`src/rtl/udi_spect_accum.sv`:
```
// udi_spect_accum
// ----------------------------------------------------------------------------
// Frame integrator for the UDI spectral-density datapath. It sums per-bin
// power words over a programmable frame of (length code + 1) bins, saturating
// at all-ones. It also tracks the peak bin value and the index of that bin.
// When a frame completes, it presents the result with a one-cycle valid pulse.
//
// Ports
//   gclk            clock, all state on rising edge
//   greset          asynchronous active-high reset
//   in_pwr          unsigned power sample (32 bits)
//   in_valid        in_pwr valid this cycle
//   in_len          frame-length code (frame = in_len + 1 bins)
//   udi_ctl_len_wr  load in_len into the pending length register
//   udi_ctl_clr     synchronous abort of the current frame
//   out_sum         saturated sum of the last completed frame
//   out_peak        maximum power of the last completed frame
//   out_peak_idx    bin index of out_peak (earliest bin on ties)
//   out_valid       one-cycle pulse when the out_* result registers update
//   out_busy        frame in progress (FSM in ACCUM); also the FSM state view
//   out_frames      completed-frame counter, wraps
//
// Handshake: a sample is consumed on every rising edge where in_valid=1 and
// udi_ctl_clr=0. There is no backpressure, so one sample can be taken per
// cycle. out_valid is asserted for exactly one cycle, in the cycle after the
// last bin of a frame is consumed. ACC_W must be greater than 32.
module udi_spect_accum #(
  parameter int LEN_W = 10,
  parameter int ACC_W = 42,
  parameter int CNT_W = 16
) (
  input  logic             gclk,
  input  logic             greset,
  input  logic [31:0]      in_pwr,
  input  logic             in_valid,
  input  logic [LEN_W-1:0] in_len,
  input  logic             udi_ctl_len_wr,
  input  logic             udi_ctl_clr,
  output logic [ACC_W-1:0] out_sum,
  output logic [31:0]      out_peak,
  output logic [LEN_W-1:0] out_peak_idx,
  output logic             out_valid,
  output logic             out_busy,
  output logic [CNT_W-1:0] out_frames
);

  typedef enum logic {S_IDLE, S_ACCUM} state_t;

  state_t           state_q, state_d;
  logic [ACC_W-1:0] acc_q, acc_d;
  logic [31:0]      peak_q, peak_d;
  logic [LEN_W-1:0] pidx_q, pidx_d;
  logic [LEN_W-1:0] bin_q, bin_d;
  logic [LEN_W-1:0] pend_len_q, pend_len_d;
  logic [LEN_W-1:0] act_len_q, act_len_d;
  logic [ACC_W-1:0] sum_q, sum_d;
  logic [31:0]      opeak_q, opeak_d;
  logic [LEN_W-1:0] oidx_q, oidx_d;
  logic             valid_q, valid_d;
  logic [CNT_W-1:0] frames_q, frames_d;

  // Per-sample datapath
  logic             accept;
  logic             starting;
  logic [LEN_W-1:0] frame_len;
  logic [LEN_W-1:0] cur_bin;
  logic [ACC_W-1:0] pwr_ext;
  logic [ACC_W:0]   sum_wide;
  logic [ACC_W-1:0] acc_new;
  logic             take_peak;
  logic [31:0]      peak_new;
  logic [LEN_W-1:0] idx_new;
  logic             last_bin;

  always_comb begin
    accept    = in_valid && !udi_ctl_clr;   // clr drops a coincident sample
    starting  = (state_q == S_IDLE);
    // When a frame starts in IDLE, it uses the pending length. The pending
    // value is the one held before any write in this same cycle.
    frame_len = starting ? pend_len_q : act_len_q;
    cur_bin   = starting ? '0 : bin_q;
    pwr_ext   = ACC_W'(in_pwr);
    sum_wide  = {1'b0, acc_q} + {1'b0, pwr_ext};
    if (starting)
      acc_new = pwr_ext;
    else if (sum_wide[ACC_W])
      acc_new = '1;                         // saturate on carry-out
    else
      acc_new = sum_wide[ACC_W-1:0];
    // Strict compare keeps the earliest index on ties; bin 0 always seeds.
    take_peak = starting || (in_pwr > peak_q);
    peak_new  = take_peak ? in_pwr : peak_q;
    idx_new   = take_peak ? cur_bin : pidx_q;
    last_bin  = accept && (cur_bin == frame_len);
  end

  always_comb begin
    state_d    = state_q;
    acc_d      = acc_q;
    peak_d     = peak_q;
    pidx_d     = pidx_q;
    bin_d      = bin_q;
    pend_len_d = pend_len_q;
    act_len_d  = act_len_q;
    sum_d      = sum_q;
    opeak_d    = opeak_q;
    oidx_d     = oidx_q;
    valid_d    = 1'b0;
    frames_d   = frames_q;

    if (udi_ctl_len_wr)
      pend_len_d = in_len;

    if (udi_ctl_clr) begin
      state_d = S_IDLE;
      acc_d   = '0;
      peak_d  = '0;
      pidx_d  = '0;
      bin_d   = '0;
    end else if (accept) begin
      if (starting)
        act_len_d = pend_len_q;
      if (last_bin) begin
        // Return to IDLE at once so the next cycle's sample is bin 0.
        state_d  = S_IDLE;
        acc_d    = '0;
        peak_d   = '0;
        pidx_d   = '0;
        bin_d    = '0;
        sum_d    = acc_new;
        opeak_d  = peak_new;
        oidx_d   = idx_new;
        valid_d  = 1'b1;
        frames_d = frames_q + 1'b1;
      end else begin
        state_d = S_ACCUM;
        acc_d   = acc_new;
        peak_d  = peak_new;
        pidx_d  = idx_new;
        bin_d   = cur_bin + 1'b1;
      end
    end
  end

  always_ff @(posedge gclk or posedge greset) begin
    if (greset) begin
      state_q    <= S_IDLE;
      acc_q      <= '0;
      peak_q     <= '0;
      pidx_q     <= '0;
      bin_q      <= '0;
      pend_len_q <= '1;
      act_len_q  <= '1;
      sum_q      <= '0;
      opeak_q    <= '0;
      oidx_q     <= '0;
      valid_q    <= 1'b0;
      frames_q   <= '0;
    end else begin
      state_q    <= state_d;
      acc_q      <= acc_d;
      peak_q     <= peak_d;
      pidx_q     <= pidx_d;
      bin_q      <= bin_d;
      pend_len_q <= pend_len_d;
      act_len_q  <= act_len_d;
      sum_q      <= sum_d;
      opeak_q    <= opeak_d;
      oidx_q     <= oidx_d;
      valid_q    <= valid_d;
      frames_q   <= frames_d;
    end
  end

  assign out_sum      = sum_q;
  assign out_peak     = opeak_q;
  assign out_peak_idx = oidx_q;
  assign out_valid    = valid_q;
  assign out_busy     = (state_q == S_ACCUM);
  assign out_frames   = frames_q;

endmodule

```
`config.mk`:
```
export PLATFORM = sky130hd
export DESIGN_NAME = udi_spect_accum
export DESIGN_NICKNAME = d
export VERILOG_FILES = /design/src/rtl/udi_spect_accum.sv
export SDC_FILE = /design/constraint.sdc
export NUM_CORES = 1
export LEC_CHECK = 0
export BUFFER_PORTS_ARGS = -buffer_cell sky130_fd_sc_hd__clkbuf_2
export CAP_MARGIN = 10
export CORE_MARGIN = 2
export CORE_UTILIZATION = 53
export DETAILED_ROUTE_END_ITERATION = 10
export HOLD_SLACK_MARGIN = 0.15
export PLACE_DENSITY = 0.88
export SETUP_SLACK_MARGIN = 0.15
export SLEW_MARGIN = 20
export SYNTH_ARGS = -nofsm -noshare
export SYNTH_HDL_FRONTEND = slang
export SYNTH_SLANG_ARGS = --single-unit
```
`constraint.sdc`:
```
create_clock -name gclk -period 6.2 [get_ports gclk]
set_clock_uncertainty 0.15 [all_clocks]
set_input_delay 0.31 -clock gclk [delete_from_list [all_inputs] [get_ports gclk]]
set_output_delay 0.31 -clock gclk [all_outputs]
set_load 0.01 [all_outputs]
```
==> results.py <==
metrics = {
    "setup_path": {
        "crit_fanout": 33,
        "setup.worst_path.end_class": "flop",
        "crit_required_ns": 6.50,
        "crit_type": "input pin to flop",
        "cpLargestDelayFamily": "compound AO/OA/AOI/OAI gates",
        "cpPeakStageDelay_ns": 0.55,
        "crit_chain": "dlygate4sd3_1, clkbuf_2, ha_1, a21o_1, a21o_1, a21oi_1, o31ai_1, o21ai_1, nand2_1, o21ai_2, buf_4, a22o_1",
        "crit_buf_inv": 3,
        "worst_ep_arrival_time_ns": 4.36,
        "crit_slowest_cell": "dlygate4sd3_1",
        "cp_common_cell": "a21o_1",
        "setup.worst_path.start_class": "input pin",
        "reg2reg_from": "peak_q[29]$_DFFE_PP0P_",
        "r2r_slack_ns": 2.28,
        "critPathLaunch": "in_pwr[17]",
    },
    "yosys": {
        "synth_edf_count": 0,
        "syn-num-nets": 1393,
        "synthCells": 1279,
        "syn_area_per_cell_um2": 9.638,
        "yosysTopAreaCellShare_pct": 39.79,
        "synth_area_leaders": "dfrtp_1, ha_1, nand2_1, dfstp_2, a22o_1",
        "synth_area_um2": 12330,
        "async_reset_ff_share_pct": 100.0,
        "yosys.area.top_type": "dfrtp_1",
        "synth-seq-cells": 216,
        "ys_warn_count": 0,
        "synth_cell_types": 77,
        "synthFlopType": "dfrtp_1",
        "yosysSeqAreaShare_pct": 44.05,
    },
    "place": {
        "pre_cts_slack_ns": 2.297,
        "dp_hpwl_um": 22800,
        "dpl.cell_count": 1645,
        "port-buffer-count": 148,
        "dpl_cell_area_um2": 13190,
        "gp_congestion": 0.9348,
    },
    "global_routing": {
        "grt_pass1_vias": 10532,
        "grt_usage_pct": 27.25,
        "grt-ovfl-total": 0,
        "grt_antenna_before_repair": 0,
        "grt_pass1_wl_um": 54210,
        "grt_max_degree": 88,
    },
    "clock_tree": {
        "worst_skew_pair.late_latency_ns": 0.51,
        "cts_sinks": 216,
        "htree_num_levels": 1,
        "cts_buffers": 23,
        "cts_tree": "built",
        "cts_setup_buffers": 0,
        "cts-root-buf": "clkbuf_16",
        "clk_pin_slew_ns": 0.06,
        "clk_path_buf_depth": 3,
        "postCtsResizedCells": 0,
    },
    "sta": {
        "min_period_ns": 4.064,
        "worst_pin_slew_ns": 0.8525,
        "rsz0062_at_grt": "no",
        "finalMaxSlewViolations": 0,
        "finalHoldViolCount": 0,
        "fin_setup_tns_ns": 0,
        "slew_headroom_pct": 43.17,
        "hold_slack_ns": 0.2306,
        "period_share_pct": 65.56,
        "setup_viol_count_final": 0,
        "setup_slack_ns": 2.136,
        "max_freq_mhz": 246.0,
    },
    "power": {
        "cellLeakagePower_nw": 7.063,
        "power_density_nw_per_um2": 260.8,
        "vdd_drop_max_v": 0.0002079,
    },
    "final_layout": {
        "design_area_um2": 14510,
        "antenna_cells": 0,
        "fin_cells": 1739,
        "drive_above_1_share_pct": 18.91,
        "area_delta_synth_final_pct": 17.74,
        "layout_common_cells": "dfrtp_1, nand2_1, clkbuf_2",
        "final_nets": 1552,
        "mostFrequentLayoutCell": "dfrtp_1",
        "fill_cells": 1715,
    },
    "detailed_routing": {
        "dr.pass1.iters": 6,
        "wire_per_inst_um": 19.21,
        "routed_via_density": 6.164,
        "routed_wl_um": 33410,
        "vias": 10719,
        "antenna_left": 0,
        "first_iter_violations": 1174,
        "drc": 0,
    },
    "min_path": {
        "min_from": "udi_ctl_clr",
        "hold_path_class": "input pin to flop",
    },
    "run": {
        "maxCapViolations": 0,
    },
    "floorplan": {
        "die_y_um": 156.5,
        "rows": 55,
        "design.die.area_um2": 24490,
        "start_util_pct": 54.28,
        "io_pins": 149,
        "coreArea_um2": 22710,
        "die_w_um": 156.5,
    },
    "run_status": {
        "status": "finished clean",
    },
}
-- cell type report --
class	instances	area (um2)	share of cell area, %
multi-input cells	930	6367	43.87
flip-flops and latches	216	5431	37.42
repair buffers	214	1373	9.457
clock buffers	24	589.3	4.060
well taps	285	356.6	2.457
inverters	53	202.7	1.397
clock inverters	17	193.9	1.336
-- synth_stat cells, types with 4 or more instances --
cell type / instances
o21a_1: 7
or2_2: 4
dfrtp_1: 196
xor2_1: 17
ha_1: 66
inv_1: 52
nand2b_1: 6
a21boi_0: 7
a221oi_1: 7
a2bb2oi_1: 7
a31oi_1: 25
and3_1: 14
dfstp_2: 20
a21o_1: 28
mux2_2: 27
o21ai_0: 97
o22ai_1: 5
nand2_1: 148
nand3_1: 20
a32o_1: 5
clkbuf_1: 36
a22o_1: 58
a211o_1: 5
buf_2: 35
nand4_1: 31
xnor2_1: 35
o31ai_1: 25
a211oi_1: 5
nand3b_1: 4
nor3_1: 12
and2_1: 5
mux2i_1: 44
nor4_1: 8
a21oi_1: 65
nor2_1: 83
and4_1: 6
-- sequential cells by signal, indices dropped and copies added (netlist names) --
name,count
out_frames,16
out_sum,42
peak_q,32
out_valid,1
out_busy,1
out_peak,32
acc_q,42
bin_q,10
pend_len_q,10
out_peak_idx,10
act_len_q,10
pidx_q,10
-- path summary, 6_finish.rpt --
path,endpoint,cells after the start
worst max-delay path,peak_q[24]$_DFFE_PP0P_,12
worst min-delay path,out_busy$_DFFE_PP0P_,3
worst max register to register,peak_q[24]$_DFFE_PP0P_,11
worst min register to register,out_sum[4]$_DFFE_PP0P_,2
max in group asynchronous,out_frames[14]$_DFFE_PP0P_,4
min in group asynchronous,out_peak[25]$_DFFE_PP0P_,3
-- logic make-up after synthesis --
family                     share of synthesized area, %
DFF                                               44.05
and+or+nand+nor                                   13.31
buffers and inverters                             4.527
xor gates and xnor gates                          3.695
AOI/OAI and AO/OA                                 21.40
adders and majority gates                         6.862
muxes                                             6.161
-- where the power goes --
part / internal (W) / leakage [nW] / total (W) / switching [W]
sequential: 0.00153 / 2.84 / 0.00160 / 0.0000731
clock: 0.000858 / 0.391 / 0.00145 / 0.000590
combinational: 0.000310 / 3.83 / 0.000738 / 0.000427
-- per-layer routing --
layer | global-route usage (%) | share of wire, % | wire length [um] | up-vias
met3 | 4.292 | 6.5 | 2182 | 52
li1 | - | - | - | 4980
met1 | 38.14 | 45 | 15050 | 5267
met4 | 6.859 | 1.9 | 641 | 0
met5 | 0 | 0 | 0 | -
met2 | 44.54 | 46 | 15540 | 420
-- through the flow --
stage | total power (W) | utilization, %
3_5_place_dp | 0.002318 | 58.08
3_3_place_gp | 0.002295 | 58.08
5_1_grt | 0.003949 | 63.91
6_report | 0.003786 | 63.91
4_1_cts | 0.003788 | 63.86
2_1_floorplan | 0.002106 | -
-- timing repair --
action	in CTS	in global routing
hold buffers	53	0
hold endpoints to repair	129	0
endpoints found under the setup margin	0	0
-- tightest hold or removal path: stages --
cell and delay [ns]:
clkbuf_2 0.13, or2_2 0.28, o21ai_0 0.12
Power figures use the tool's default switching activity.
